`src/rtl/accumulator_stage_pkg.sv`:
```
// Shared definitions for the accumulator stage: FSM state encodings.
package accumulator_stage_pkg;

    localparam logic [0:0] ST_ACCUM = 1'b0;
    localparam logic [0:0] ST_HOLD  = 1'b1;

endpackage

```
`src/rtl/accumulator_stage_adder.sv`:
```
// WIDTH-bit ripple-carry adder that feeds the accumulator register.
module ripple_carry_adder #(
    parameter int WIDTH = 8
) (
    input  logic [WIDTH-1:0] a,
    input  logic [WIDTH-1:0] b,
    output logic [WIDTH-1:0] sum,
    output logic             carry_out
);

    logic [WIDTH:0] carry;

    assign carry[0] = 1'b0;

    for (genvar i = 0; i < WIDTH; i++) begin : g_bit
        assign sum[i]       = a[i] ^ b[i] ^ carry[i];
        assign carry[i+1]   = (a[i] & b[i]) | (carry[i] & (a[i] ^ b[i]));
    end

    assign carry_out = carry[WIDTH];

endmodule

```
`src/rtl/accumulator_stage.sv`:
```
// Burst accumulator: sums operands until in_last, then holds the total,
// sticky overflow and beat count until the consumer takes them.
//   state    | meaning
//   ST_ACCUM | accepting beats, in_ready = 1
//   ST_HOLD  | result presented, waiting for out_ready
module accumulator_stage
    import accumulator_stage_pkg::*;
#(
    parameter int WIDTH       = 8,
    parameter int COUNT_WIDTH = 4,
    parameter int SATURATE    = 0
) (
    input  logic                   clk,
    input  logic                   rst_n,
    input  logic                   in_valid,
    output logic                   in_ready,
    input  logic [WIDTH-1:0]       in_data,
    input  logic                   in_last,
    output logic                   out_valid,
    input  logic                   out_ready,
    output logic [WIDTH-1:0]       out_sum,
    output logic                   out_overflow,
    output logic [COUNT_WIDTH-1:0] out_count
);

    logic [0:0]             state_q, state_d;
    logic [WIDTH-1:0]       acc_q, acc_d;
    logic                   ovf_q, ovf_d;
    logic [COUNT_WIDTH-1:0] cnt_q, cnt_d;
    logic [WIDTH-1:0]       out_sum_q, out_sum_d;
    logic                   out_ovf_q, out_ovf_d;
    logic [COUNT_WIDTH-1:0] out_cnt_q, out_cnt_d;

    logic [WIDTH-1:0]       add_sum;
    logic                   add_carry;
    logic [WIDTH-1:0]       acc_upd;
    logic                   ovf_upd;
    logic [COUNT_WIDTH-1:0] cnt_upd;
    logic                   beat;

    ripple_carry_adder #(.WIDTH(WIDTH)) u_adder (
        .a         (acc_q),
        .b         (in_data),
        .sum       (add_sum),
        .carry_out (add_carry)
    );

    // in_ready is decoded from the state register only, never from out_ready.
    assign in_ready     = (state_q == ST_ACCUM);
    assign out_valid    = (state_q == ST_HOLD);
    assign out_sum      = out_sum_q;
    assign out_overflow = out_ovf_q;
    assign out_count    = out_cnt_q;
    assign beat         = in_valid && in_ready;

    always_comb begin
        acc_upd = (add_carry && (SATURATE != 0)) ? '1 : add_sum;
        ovf_upd = ovf_q | add_carry;
        cnt_upd = (&cnt_q) ? cnt_q : cnt_q + COUNT_WIDTH'(1);

        state_d   = state_q;
        acc_d     = acc_q;
        ovf_d     = ovf_q;
        cnt_d     = cnt_q;
        out_sum_d = out_sum_q;
        out_ovf_d = out_ovf_q;
        out_cnt_d = out_cnt_q;

        case (state_q)
            ST_ACCUM: begin
                if (beat) begin
                    if (in_last) begin
                        state_d   = ST_HOLD;
                        out_sum_d = acc_upd;
                        out_ovf_d = ovf_upd;
                        out_cnt_d = cnt_upd;
                        acc_d     = '0;
                        ovf_d     = 1'b0;
                        cnt_d     = '0;
                    end else begin
                        acc_d = acc_upd;
                        ovf_d = ovf_upd;
                        cnt_d = cnt_upd;
                    end
                end
            end
            default: begin
                if (out_ready) begin
                    state_d = ST_ACCUM;
                end
            end
        endcase
    end

    always_ff @(posedge clk or negedge rst_n) begin
        if (!rst_n) begin
            state_q   <= ST_ACCUM;
            acc_q     <= '0;
            ovf_q     <= 1'b0;
            cnt_q     <= '0;
            out_sum_q <= '0;
            out_ovf_q <= 1'b0;
            out_cnt_q <= '0;
        end else begin
            state_q   <= state_d;
            acc_q     <= acc_d;
            ovf_q     <= ovf_d;
            cnt_q     <= cnt_d;
            out_sum_q <= out_sum_d;
            out_ovf_q <= out_ovf_d;
            out_cnt_q <= out_cnt_d;
        end
    end

endmodule

```
`config.mk`:
```
export PLATFORM = sky130hd
export DESIGN_NAME = accumulator_stage
export DESIGN_NICKNAME = d
export VERILOG_FILES = /design/src/rtl/accumulator_stage_pkg.sv /design/src/rtl/accumulator_stage_adder.sv /design/src/rtl/accumulator_stage.sv
export SDC_FILE = /design/constraint.sdc
export NUM_CORES = 1
export LEC_CHECK = 0
export ABC_AREA = 0
export CAP_MARGIN = 25
export CORE_MARGIN = 10
export CORE_UTILIZATION = 46
export CTS_CLUSTER_DIAMETER = 40
export DETAILED_ROUTE_END_ITERATION = 10
export PLACE_DENSITY = 0.73
export SKIP_LAST_GASP = 1
export SLEW_MARGIN = 20
export SYNTH_ARGS = -nofsm -noshare
export SYNTH_HDL_FRONTEND = slang
export SYNTH_HIERARCHICAL = 1
export SYNTH_SLANG_ARGS = --single-unit
```
`constraint.sdc`:
```
create_clock -name clk -period 4.5 [get_ports clk]
set_clock_uncertainty 0.05 [all_clocks]
set_input_delay 0.675 -clock clk [delete_from_list [all_inputs] [get_ports clk]]
set_output_delay 0.675 -clock clk [all_outputs]
set_load 0.01 [all_outputs]
```
After elaboration in Yosys (flattened, before gate mapping)
Index checks and enable logic that the tools add are counted.
{"block": "word_totals", "wordCells": 59, "out_inout_bits": 15, "inputBits": 13, "reg_bits": 27}
{"block": "op_classes", "n_reduce_logical": 4, "n_mux": 8, "add_sub_neg": 1, "bitwise_logic": 39}
{"operator": "1-bit bitwise AND", "count": 15}
{"operator": "1-bit XOR", "count": 15}
{"operator": "4-bit two-way mux", "count": 2}
{"operator": "8-bit two-way mux", "count": 1}
{"operator": "1-bit bitwise OR", "count": 8}
{"operator": "1-bit two-way mux", "count": 5}
{"operator": "4-bit by 1-bit adder with 4-bit output (second input constant)", "count": 1}
{"operator": "4-bit AND reduction", "count": 1}
{"operator": "3-bit AND reduction", "count": 1}
{"operator": "2-bit AND reduction", "count": 1}
{"operator": "1-bit logical AND", "count": 1}
{"operator": "1-bit inverter", "count": 1}

Depth between registers and ports, before layout
Gate-level depths: netlist of the first run.
{"block": "depth", "word_depth": 17, "depth_mapped": 14, "ltp_nobuf": 14}

Modules after synthesis
Netlist of the first run, hierarchy kept.
{"module": "accumulator_stage", "n_inst": 1, "area_each_um2": 1203.7, "cells_per_inst": 105}
{"module": "ripple_carry_adder", "n_inst": 1, "area_each_um2": 190.2, "cells_per_inst": 18}

Worst setup path before layout of the first run
No wires, ideal clock.
{"block": "synth_timing", "path_type": "input to register", "start": "input port in_data[0]", "end": "register out_sum_q[7], in the netlist out_sum[7]", "slack_ns": 0.794, "cell_stages": 13, "setup_time_ns": 0.064, "arrival_ns": 3.592, "path_buffers": 0, "path_cell_list": "ha_1 > inv_1 > fa_1 > inv_1 > fa_1 > fa_1 > fa_1 > fa_1 > fa_1 > inv_1 > fa_1 > inv_1 > mux2_4"}
{"block": "synth_between", "elab_chain_cells": 14}
{"item": "start, declared", "line_no": "accumulator_stage.sv:17", "rtl": "input logic [WIDTH-1:0] in_data,"}
{"item": "1-bit bitwise AND (2 in a row)", "line_no": "accumulator_stage_adder.sv:17", "rtl": "assign carry[i+1] = (a[i] & b[i]) | (carry[i] & (a[i] ^ b[i]));"}
{"item": "1-bit bitwise OR", "line_no": "accumulator_stage_adder.sv:17"}
{"item": "1-bit bitwise AND", "line_no": "accumulator_stage_adder.sv:17"}
{"item": "1-bit bitwise OR", "line_no": "accumulator_stage_adder.sv:17"}
{"item": "1-bit bitwise AND", "line_no": "accumulator_stage_adder.sv:17"}
{"item": "1-bit bitwise OR", "line_no": "accumulator_stage_adder.sv:17"}
{"item": "1-bit bitwise AND", "line_no": "accumulator_stage_adder.sv:17"}
{"item": "1-bit bitwise OR", "line_no": "accumulator_stage_adder.sv:17"}
{"item": "1-bit bitwise AND", "line_no": "accumulator_stage_adder.sv:17"}
{"item": "1-bit bitwise OR", "line_no": "accumulator_stage_adder.sv:17"}
{"item": "1-bit bitwise AND", "line_no": "accumulator_stage_adder.sv:17"}
{"item": "1-bit bitwise OR", "line_no": "accumulator_stage_adder.sv:17"}
{"item": "1-bit XOR", "line_no": "accumulator_stage_adder.sv:16", "rtl": "assign sum[i] = a[i] ^ b[i] ^ carry[i];"}
{"item": "net acc_upd[7]", "line_no": "accumulator_stage.sv:36", "rtl": "logic [WIDTH-1:0] acc_upd;"}
{"item": "end signal, assigned", "line_no": "accumulator_stage.sv:109", "rtl": "out_sum_q <= out_sum_d;"}
{"item": "end, declared", "line_no": "accumulator_stage.sv:30", "rtl": "logic [WIDTH-1:0] out_sum_q, out_sum_d;"}
The timed path passes the listed nets, and every way through them passes these cells.
A chain may end at the register's enable or synchronous reset.

Final worst setup path of the first run
{"block": "layout_timing", "start": "input port in_data[0]", "end": "register acc_q[7]"}
{"block": "layout_between", "elab_chain_cells": 15}
{"item": "1-bit bitwise AND (2 in a row)", "line_no": "accumulator_stage_adder.sv:17"}
{"item": "1-bit bitwise OR", "line_no": "accumulator_stage_adder.sv:17"}
{"item": "1-bit bitwise AND", "line_no": "accumulator_stage_adder.sv:17"}
{"item": "1-bit bitwise OR", "line_no": "accumulator_stage_adder.sv:17"}
{"item": "1-bit bitwise AND", "line_no": "accumulator_stage_adder.sv:17"}
{"item": "1-bit bitwise OR", "line_no": "accumulator_stage_adder.sv:17"}
{"item": "1-bit bitwise AND", "line_no": "accumulator_stage_adder.sv:17"}
{"item": "1-bit bitwise OR", "line_no": "accumulator_stage_adder.sv:17"}
{"item": "1-bit bitwise AND", "line_no": "accumulator_stage_adder.sv:17"}
{"item": "1-bit bitwise OR", "line_no": "accumulator_stage_adder.sv:17"}
{"item": "1-bit bitwise AND", "line_no": "accumulator_stage_adder.sv:17"}
{"item": "1-bit bitwise OR", "line_no": "accumulator_stage_adder.sv:17"}
{"item": "1-bit XOR", "line_no": "accumulator_stage_adder.sv:16"}
{"item": "net acc_upd[7]", "line_no": "accumulator_stage.sv:36"}
{"item": "8-bit two-way mux", "line_no": "accumulator_stage.sv:72", "rtl": "if (in_last) begin"}
{"item": "end signal, assigned", "line_no": "accumulator_stage.sv:98", "rtl": "acc_q <= '0;"}
{"item": "end signal, assigned", "line_no": "accumulator_stage.sv:106", "rtl": "acc_q <= acc_d;"}
{"item": "end, declared", "line_no": "accumulator_stage.sv:27", "rtl": "logic [WIDTH-1:0] acc_q, acc_d;"}
The timed path passes the listed nets, and every way through them passes these cells.

==> summary.txt, run 1 <==
Status
  – Status: finished, final reports clean

Yosys
  – Syn Nets: 145
  – Yosys warns: 6
  – Sequential area share after synthesis: 0.485
  – Post-synth EDFFs: 0
  – Synth Instances: 123
  – Yosys reg bits: 27
  – Most common cell in the netlist: dfrtp_1
  – Post-synth top area cell: dfrtp_1
  – Post-synth top cells: 27 x dfrtp_1, 25 x nand2_1, 11 x inv_1, 9 x nand3b_1, 8 x mux2_4
  – Mean Syn Cell Area: 11.3 um2
  – Post-synth top area share: 0.485
  – Ys async rst share: 1.00
  – Largest cells by area after synthesis: dfrtp_1 48%, fa_1 10%, mux2_4 8.6%
  – Synth unique cells: 27
  – Synth Cell Area: around 0.0014 mm2
  – Most common flop cell mapped by yosys: dfrtp_1

Floorplan
  – Die area: between 0.005 and 0.006 mm2
  – I/O pin count: 28
  – Cell Rows: 19
  – Die width: 75.0 um
  – DIE HEIGHT: between 70 and 80 um
  – Total core area: 0.00283 mm2
  – Initial core utilization: 0.493

Setup path
  – Critical Path AT: 4.21 ns
  – CP max FO: 2
  – CP Launch Type: primary input
  – Worst path slowest cell: clkdlybuf4s50_1
  – Critical Path RT: 4.71 ns
  – CP Capture Type: flop
  – FF-to-FF Start: acc_q[0]
  – Reg2reg end: acc_q[7]
  – CP dominant cell by count: fa_1
  – Crit path largest cell delay: slightly above 0.4 ns
  – FF-to-FF setup slack: around 0.82 ns
  – CP cell instances: clkdlybuf4s50_1, ha_1, inv_1, fa_1, inv_1, fa_1, fa_1, fa_1, fa_1, fa_1, inv_1, fa_1, inv_1, nand3b_1, nand2_1
  – Reg2reg path depth: 14
  – CP Class: primary input to flop

Clock network
  – H-tree depth: 1
  – Post-cts resize count: 0
  – Maximum clock path buffer count: 2
  – Clk sinks: 27
  – Clk slew on worst S/H paths: 0.14 ns
  – # Post-CTS Setup Buffers: 0
  – Hold Buf Count CTS: 0
  – CTS buffer count: 3
  – Insertion delay to the later sink of the worst-skew pair: roughly 0.33 ns
  – CTS tree: yes
  – Clock Root Buffer: clkbuf_4

STA
  – Final period util: 0.888
  – Fin Setup TNS: 0 ns
  – Final min period: between 3 and 4 ns
  – F_max: 250 MHz
  – Max-slew violation count: 0
  – Worst slew pin tran: slightly above 0.6 ns
  – Worst rel slew slack: 0.583
  – Final hold viol count: 0
  – Final setup viols: 0
  – RSZ-0062 raised after global routing: no

Power and ir drop
  – Seq pwr share: 0.440
  – VDD IR max: 0.000276 V
  – Clk pwr share: 0.122
  – NetSw: around 0.30 mW
  – Internal power: about 0.58 mW
  – Lkg Pwr: a little over 0.8 nW
  – Sw Share: 0.338
  – Comb pwr share: 0.438
  – Pwr dens: slightly above 500 mW/mm2

Worst hold path
  – Hold Path End: out_count[3]
  – Hold-critical path depth: 2
  – Hold Path Class: flop to flop
  – HP Start: out_count[3]

Placement
  – Final Wtd Congestion: a little under 0.8
  – DP Cell Count: roughly 180
  – DP Area: 0.00168 mm2
  – Post-DP HPWL: about 2.2 mm
  – IO Port Bufs: 27

GRT
  – Largest net degree at the start of global routing: 17
  – First-pass GRT wire length: 4.71 mm
  – Overflow after GRT: 0
  – Antenna violations before repair: 0
  – Vias in the first global route: between 900 and 1,000
  – Overall Global Routing Usage: 0.106

Route
  – Final wirelength: between 2 and 3 mm
  – DR vias/cell: between 5 and 6
  – Post-route ant nets: 0
  – Wire per inst: about 15 um
  – Initial DRC Count: 26
  – Post-route DRC: 0
  – DR pass1 iterations: 3
  – Via Count: a little over 900

Layout
  – Design Area, Final: about 0.0017 mm2
  – Ratio of cells with drive above 1 in the final layout: 0.119
  – Area occupied by multi-input gates: between 600 and 700 um2
  – N_diodes: 0
  – Area delta synth->final: 22.6%
  – Fillers: 240
  – Sequential cell area: roughly 680 um2
  – Non-Filler Instances: 182
  – Fin nets: approximately 170

Run
  – Max_cap viols: 0
[layer usage]
layer  up-vias  part of all wire  GRT usage  wire length [um]
li1        463                 -          -                 -
met1       442              0.42      0.121              1160
met2        14              0.51      0.188              1410
met3         2             0.051     0.0237               140
met4         0             0.012     0.0441                34
met5         -                 0          0                 0
[critical path, delay by kind of cell]
family                     cells  cell delay [ns]
and+or+nand+nor                2             0.15
buffers and inverters          5             0.69
adders and majority gates      8             2.69
[sequential cells by signal (all words and copies together) (netlist names)]
name / count
acc_q: 8
cnt_q: 4
out_count: 4
out_overflow: 1
out_sum: 8
out_valid: 1
ovf_q: 1
[cells by family after synthesis]
kind of cell,Yosys count,share of synthesized area
compound gates,16,0.0745
simple gates,44,0.158
flops,27,0.485
buf+inv,16,0.0574
mux,10,0.101
fa+ha+maj,9,0.118
xor+xnor,1,0.00628
[metrics by stage]
step	hold slack, ns	total power, mW	utilization	worst slack (ns)
after floorplan	0.329	0.605	-	0.794
after global placement	0.399	0.760	0.594	0.284
after detailed placement	0.415	0.784	0.594	0.164
after CTS	0.449	0.894	0.604	0.507
after global routing	0.472	0.953	0.604	0.436
final	0.444	0.879	0.604	0.504
[layout by cell type, fill, tap and decap left out, types with 2 or more instances in the layout]
cell,n
a21oi_1,5
fa_1,7
dfrtp_1,27
o31ai_1,2
ha_1,2
mux2i_1,2
clkdlybuf4s50_1,27
o21ai_0,2
nand3b_1,9
nor2_1,3
o21ai_2,4
buf_4,2
nand2_1,25
inv_1,11
nand3_1,2
mux2_4,8
clkbuf_4,3
[power by group through the flow]
stage                     logic, mW  registers, mW  clock network [mW]
after floorplan               0.198          0.407                   0
after global placement        0.375          0.385                   0
after detailed placement      0.390          0.393                   0
after CTS                     0.393          0.388               0.112
after global routing          0.429          0.400               0.124
final                         0.385          0.386               0.107
[worst max path at each step]
stage | start | endpoint | slack (ns) | depth (start not counted)
after floorplan | in_data[0] | out_sum[7] | 0.79 | 13
after global placement | in_data[0] | acc_q[7] | 0.28 | 15
after detailed placement | in_data[0] | acc_q[7] | 0.16 | 15
after CTS | in_data[0] | acc_q[7] | 0.51 | 15
after global routing | in_data[0] | acc_q[7] | 0.44 | 15
final | in_data[0] | acc_q[7] | 0.50 | 15
[cell type report]
type                    count  area share
clock inverters             1     0.00439
flip-flops and latches     27       0.395
inverters                  11      0.0242
repair buffers             29       0.167
well taps                  31      0.0227
clock buffers               3      0.0132
multi-input cells          80       0.373
Note: power is estimated with default switching activity, not from simulation.
==> run 2: changes to the inputs <==
--- a/config.mk
+++ b/config.mk
@@ -8,10 +8,11 @@
 export ABC_AREA = 0
 export CAP_MARGIN = 25
 export CORE_MARGIN = 10
-export CORE_UTILIZATION = 46
+export CORE_UTILIZATION = 50
 export CTS_CLUSTER_DIAMETER = 40
+export CTS_CLUSTER_SIZE = 24
 export DETAILED_ROUTE_END_ITERATION = 10
-export PLACE_DENSITY = 0.73
+export PLACE_DENSITY = 0.78
 export SKIP_LAST_GASP = 1
 export SLEW_MARGIN = 20
 export SYNTH_ARGS = -nofsm -noshare
==> constraint.sdc (replaced) <==
create_clock -name clk -period 4.5 [get_ports clk]
set_clock_uncertainty 0.05 [all_clocks]
set_input_delay 0.675 -clock clk [delete_from_list [all_inputs] [get_ports clk]]
set_output_delay 0.675 -clock clk [all_outputs]
set_load 0.05 [all_outputs]
==> summary.txt, run 2 (synthesis gave the netlist of run 1 again) <==
Worst hold path
  – Hold Path Class: flop to flop
  – Hold-critical path depth: 2
  – HP Start: acc_q[1]

Layout
  – Ratio of cells with drive above 1 in the final layout: 0.119
  – Commonest non-fill, non-tap cells in the layout: 27 x dfrtp_1, 27 x clkdlybuf4s50_1, 25 x nand2_1
  – Area occupied by multi-input gates: around 640 um2
  – Fillers: between 200 and 250
  – Fin nets: 174
  – Area delta synth->final: 22.6%
  – N_diodes: 0
  – Sequential cell area: 676 um2

Clock network
  – Clk sinks: 27
  – Maximum clock path buffer count: 2
  – CTS tree: yes
  – Insertion delay to the later sink of the worst-skew pair: ~0.33 ns
  – Hold Buf Count CTS: 0
  – H-tree depth: 1
  – CTS buffer count: 3
  – Clock Root Buffer: clkbuf_4
  – Clk slew on worst S/H paths: around 0.15 ns
  – # Post-CTS Setup Buffers: 0
  – Post-cts resize count: 0

Setup path
  – Crit path largest cell delay: 0.40 ns
  – FF-to-FF Start: acc_q[0]
  – CP Capture Type: flop
  – Worst setup startpoint: in_data[0]
  – CP dominant cell by count: fa_1
  – FF-to-FF setup slack: roughly 0.89 ns
  – Crit path capture: acc_q[7]
  – CP max FO: 2
  – CP cell instances: clkdlybuf4s50_1, ha_1, inv_1, fa_1, inv_1, fa_1, fa_1, fa_1, fa_1, fa_1, inv_1, fa_1, inv_1, nand3b_1, nand2_1
  – Worst path slowest cell: clkdlybuf4s50_1
  – CP Class: primary input to flop
  – Reg2reg path depth: 14
  – Critical Path AT: around 4.2 ns
  – Reg2reg end: acc_q[7]
  – CP Launch Type: primary input
  – Critical Path RT: around 4.7 ns

Floorplan
  – Die area: roughly 0.0053 mm2
  – Total core area: 0.00271 mm2
  – I/O pin count: 28
  – Cell Rows: 19
  – DIE HEIGHT: between 70 and 80 um
  – Initial core utilization: 0.514
  – Die width: between 70 and 80 um

STA
  – Final min period: between 3 and 4 ns
  – RSZ-0062 raised after global routing: no
  – Max-slew violation count: 0
  – Worst rel slew slack: 0.652
  – Final setup viols: 0
  – Fin Setup TNS: 0 ns
  – F_max: around 250 MHz
  – Final hold viol count: 0
  – Worst slew pin tran: 0.520 ns
  – Final period util: 0.872

Route
  – Initial DRC Count: 57
  – Post-route DRC: 0
  – Via Count: ~950
  – Final wirelength: approximately 2.7 mm
  – Post-route ant nets: 0
  – DR vias/cell: between 5 and 6
  – Wire per inst: roughly 15 um
  – DR pass1 iterations: 4

Run
  – Max_cap viols: 0

GRT
  – Vias in the first global route: ~1,000
  – Overflow after GRT: 0
  – Overall Global Routing Usage: 0.110
  – Largest net degree at the start of global routing: 28
  – Antenna violations before repair: 0
  – First-pass GRT wire length: between 4 and 5 mm

Placement
  – Post-DP HPWL: just over 2 mm
  – Final Wtd Congestion: about 0.77
  – IO Port Bufs: 27

Power and ir drop
  – Lkg Pwr: 0.824 nW
  – Internal power: about 0.58 mW
  – Comb pwr share: 0.522
  – NetSw: about 0.46 mW
  – Seq pwr share: 0.373
  – Sw Share: 0.441
  – Clk pwr share: 0.105
  – Total power: a little over 1 mW
  – VDD IR max: around 0.00043 V
  – Pwr dens: between 600 and 700 mW/mm2

Status
  – Status: finished, final reports clean
==> run 2: cell counts in the layout (fill, tap and decap cells not counted) <==
No cell type changed its count.
==> run 2: metal layers <==
metal / vias to the layer above / part of all wire / track usage
met5: - / 0 / 0
met4: 0 / 0.0070 / 0.0380
met3: 2 / 0.046 / 0.0272
met2: 14 / 0.52 / 0.191
met1: 474 / 0.43 / 0.128
li1: 464 / - / -
==> run 2: how the worst min path moves through the flow <==
stage | endpoint | slack (ns)
4_1_cts | out_overflow | 0.45
5_1_grt | out_count[0] | 0.47
3_5_place_dp | acc_q[7] | 0.41
6_report | acc_q[1] | 0.44
2_1_floorplan | acc_q[0] | 0.33
3_3_place_gp | acc_q[1] | 0.40
==> run 2: metrics by stage <==
step	util	cells	worst slack [ns]	instance area [um2]	hold WS (ns)
floorplan	-	123	0.791	1390	0.329
global placement	0.620	178	0.293	1680	0.402
detailed placement	0.620	178	0.224	1680	0.412
CTS	0.631	182	0.568	1710	0.448
global route	0.631	182	0.480	1710	0.471
finish	0.631	182	0.574	1710	0.440
==> run 2: area by class of cell <==
class | instances | area share
flip-flops and latches | 27 | 0.395
clock buffers | 3 | 0.0132
inverters | 11 | 0.0242
clock inverters | 1 | 0.00439
multi-input cells | 80 | 0.373
repair buffers | 29 | 0.167
well taps | 31 | 0.0227
==> run 2: power groups by stage <==
stage | registers [mW] | logic [mW] | clock network, mW
2_1_floorplan | 0.561 | 0.201 | 0
3_3_place_gp | 0.386 | 0.533 | 0
3_5_place_dp | 0.392 | 0.547 | 0
4_1_cts | 0.387 | 0.548 | 0.112
5_1_grt | 0.400 | 0.583 | 0.122
6_report | 0.386 | 0.540 | 0.109
==> run 2: worst max-delay path, delay by kind of cell <==
kind | cells | cell delay, ns
adder cells (fa/ha/maj) | 8 | 2.65
buffers and inverters | 5 | 0.66
AND/OR/NAND/NOR | 2 | 0.16
==> run 3: changes to the inputs <==
--- a/config.mk
+++ b/config.mk
@@ -6,13 +6,13 @@
 export NUM_CORES = 1
 export LEC_CHECK = 0
 export ABC_AREA = 0
-export CAP_MARGIN = 25
 export CORE_MARGIN = 10
 export CORE_UTILIZATION = 50
 export CTS_CLUSTER_DIAMETER = 40
 export CTS_CLUSTER_SIZE = 24
 export DETAILED_ROUTE_END_ITERATION = 10
 export PLACE_DENSITY = 0.78
+export REMOVE_ABC_BUFFERS = 1
 export SKIP_LAST_GASP = 1
 export SLEW_MARGIN = 20
 export SYNTH_ARGS = -nofsm -noshare
==> summary.txt, run 3 (synthesis gave the netlist of run 1 again) <==
Setup path
  – Critical Path RT: between 4 and 5 ns
  – CP Capture Type: flop
  – CP Launch Type: primary input
  – CP Class: primary input to flop
  – FF-to-FF Start: acc_q[0]
  – Critical Path AT: ~4.2 ns
  – CP max FO: 2
  – Reg2reg path depth: 14
  – FF-to-FF setup slack: about 0.88 ns
  – Reg2reg end: acc_q[7]

Floorplan
  – Total core area: about 0.0027 mm2
  – I/O pin count: 28
  – DIE HEIGHT: about 73 um
  – Initial core utilization: 0.514
  – Die area: roughly 0.0053 mm2
  – Cell Rows: 19
  – Die width: approximately 73 um

GRT
  – Overall Global Routing Usage: 0.104
  – Antenna violations before repair: 0
  – Vias in the first global route: 954
  – First-pass GRT wire length: around 4.4 mm
  – Largest net degree at the start of global routing: 28
  – Overflow after GRT: 0

Run
  – Max_cap viols: 0

STA
  – Final min period: between 3 and 4 ns
  – Worst rel slew slack: 0.585
  – Final period util: 0.873
  – Final hold viol count: 0
  – Worst slew pin tran: approximately 0.62 ns
  – RSZ-0062 raised after global routing: no
  – Fin Setup TNS: 0 ns
  – F_max: between 200 and 300 MHz
  – Final setup viols: 0
  – Max-slew violation count: 0
  – Hold_ws: 0.449 ns

Layout
  – Design Area, Final: between 0.0015 and 0.002 mm2
  – Ratio of cells with drive above 1 in the final layout: 0.113
  – Commonest non-fill, non-tap cells in the layout: 27 x dfrtp_1, 27 x clkdlybuf4s50_1, 25 x nand2_1
  – Area delta synth->final: 22.9%
  – Final core utilization: 0.632
  – Fin nets: between 150 and 200
  – Fillers: between 200 and 250
  – N_diodes: 0

Route
  – Via Count: roughly 950
  – Post-route ant nets: 0
  – Final wirelength: 2.79 mm
  – DR pass1 iterations: 4
  – DR vias/cell: approximately 5.2
  – Post-route DRC: 0
  – Wire per inst: 15.3 um
  – Initial DRC Count: 49

Power and ir drop
  – Pwr dens: 607 mW/mm2
  – Total power: between 1 and 1.5 mW
  – VDD IR max: 0.000390 V
  – Lkg Pwr: between 0.8 and 0.9 nW

Clock network
  – # Post-CTS Setup Buffers: 0
  – H-tree depth: 1
  – Insertion delay to the later sink of the worst-skew pair: between 0.3 and 0.4 ns
  – Clk sinks: 27
  – CTS tree: yes
  – Maximum clock path buffer count: 2
  – Clock Root Buffer: clkbuf_4
  – Clk slew on worst S/H paths: roughly 0.14 ns
  – Hold Buf Count CTS: 0
  – Post-cts resize count: 0
  – CTS buffer count: 3

Placement
  – IO Port Bufs: 27
  – Final Wtd Congestion: 0.736
  – Post-DP HPWL: slightly above 2 mm
  – DP Area: 0.00167 mm2

Worst hold path
  – Hold Path Class: flop to flop
  – Hold-critical path depth: 2
  – HP Start: out_count[1]
  – Hold Path End: out_count[1]

Status
  – Status: finished, final reports clean
-- run 3: changes by cell type in the layout (fill, tap and decap cells not counted) --
| cell | change |
|---|---|
| buf_8 | +1 |
| buf_4 | -1 |
| clkinvlp_4 | -1 |
| clkbuf_1 | +1 |
-- run 3: cell type report --
class	count	area [um2]	area share
Sequential cell	27	676	0.394
Inverter	11	41.3	0.0241
Clock buffer	4	26.3	0.0153
Multi-Input combinational cell	80	638	0.373
Timing Repair Buffer	29	293	0.171
Tap cell	31	38.8	0.0226
-- run 3: worst max path at each step --
stage                    start  endpoint  slack [ns]  depth (start not counted)
floorplan           in_data[0]  acc_q[7]        0.79                         14
global placement    in_data[0]  acc_q[7]        0.32                         15
detailed placement  in_data[0]  acc_q[7]        0.19                         15
CTS                 in_data[0]  acc_q[7]        0.55                         15
global route        in_data[0]  acc_q[7]        0.44                         15
finish              in_data[0]  acc_q[7]        0.57                         15
-- run 3: metal layers --
metal	vias to the layer above	part of all wire	global-route usage
li1	458	-	-
met1	474	0.41	0.117
met2	17	0.51	0.178
met3	5	0.055	0.0313
met4	0	0.017	0.0443
met5	-	0	0
-- run 3: worst max-delay path, cell delays in order --
cell             delay [ns]
clkdlybuf4s50_1        0.40
ha_1                   0.17
inv_1                  0.06
fa_1                   0.15
inv_1                  0.05
fa_1                   0.38
fa_1                   0.40
fa_1                   0.39
fa_1                   0.39
fa_1                   0.36
inv_1                  0.08
fa_1                   0.41
inv_1                  0.09
nand3b_1               0.08
nand2_1                0.08
-- run 3: where the power goes --
group / internal (mW) / switching, mW / leakage (nW)
Sequential: 0.328 / 0.0594 / 0.343
Clock: 0.0349 / 0.0749 / 0.0150
Combinational: 0.220 / 0.323 / 0.471
Total: 0.583 / 0.457 / 0.829
-- run 3: through the flow --
step / instances / setup WS [ns]
6_report: 182 / 0.573
3_5_place_dp: 177 / 0.190
3_3_place_gp: 177 / 0.315
4_1_cts: 181 / 0.554
2_1_floorplan: 118 / 0.789
5_1_grt: 182 / 0.436
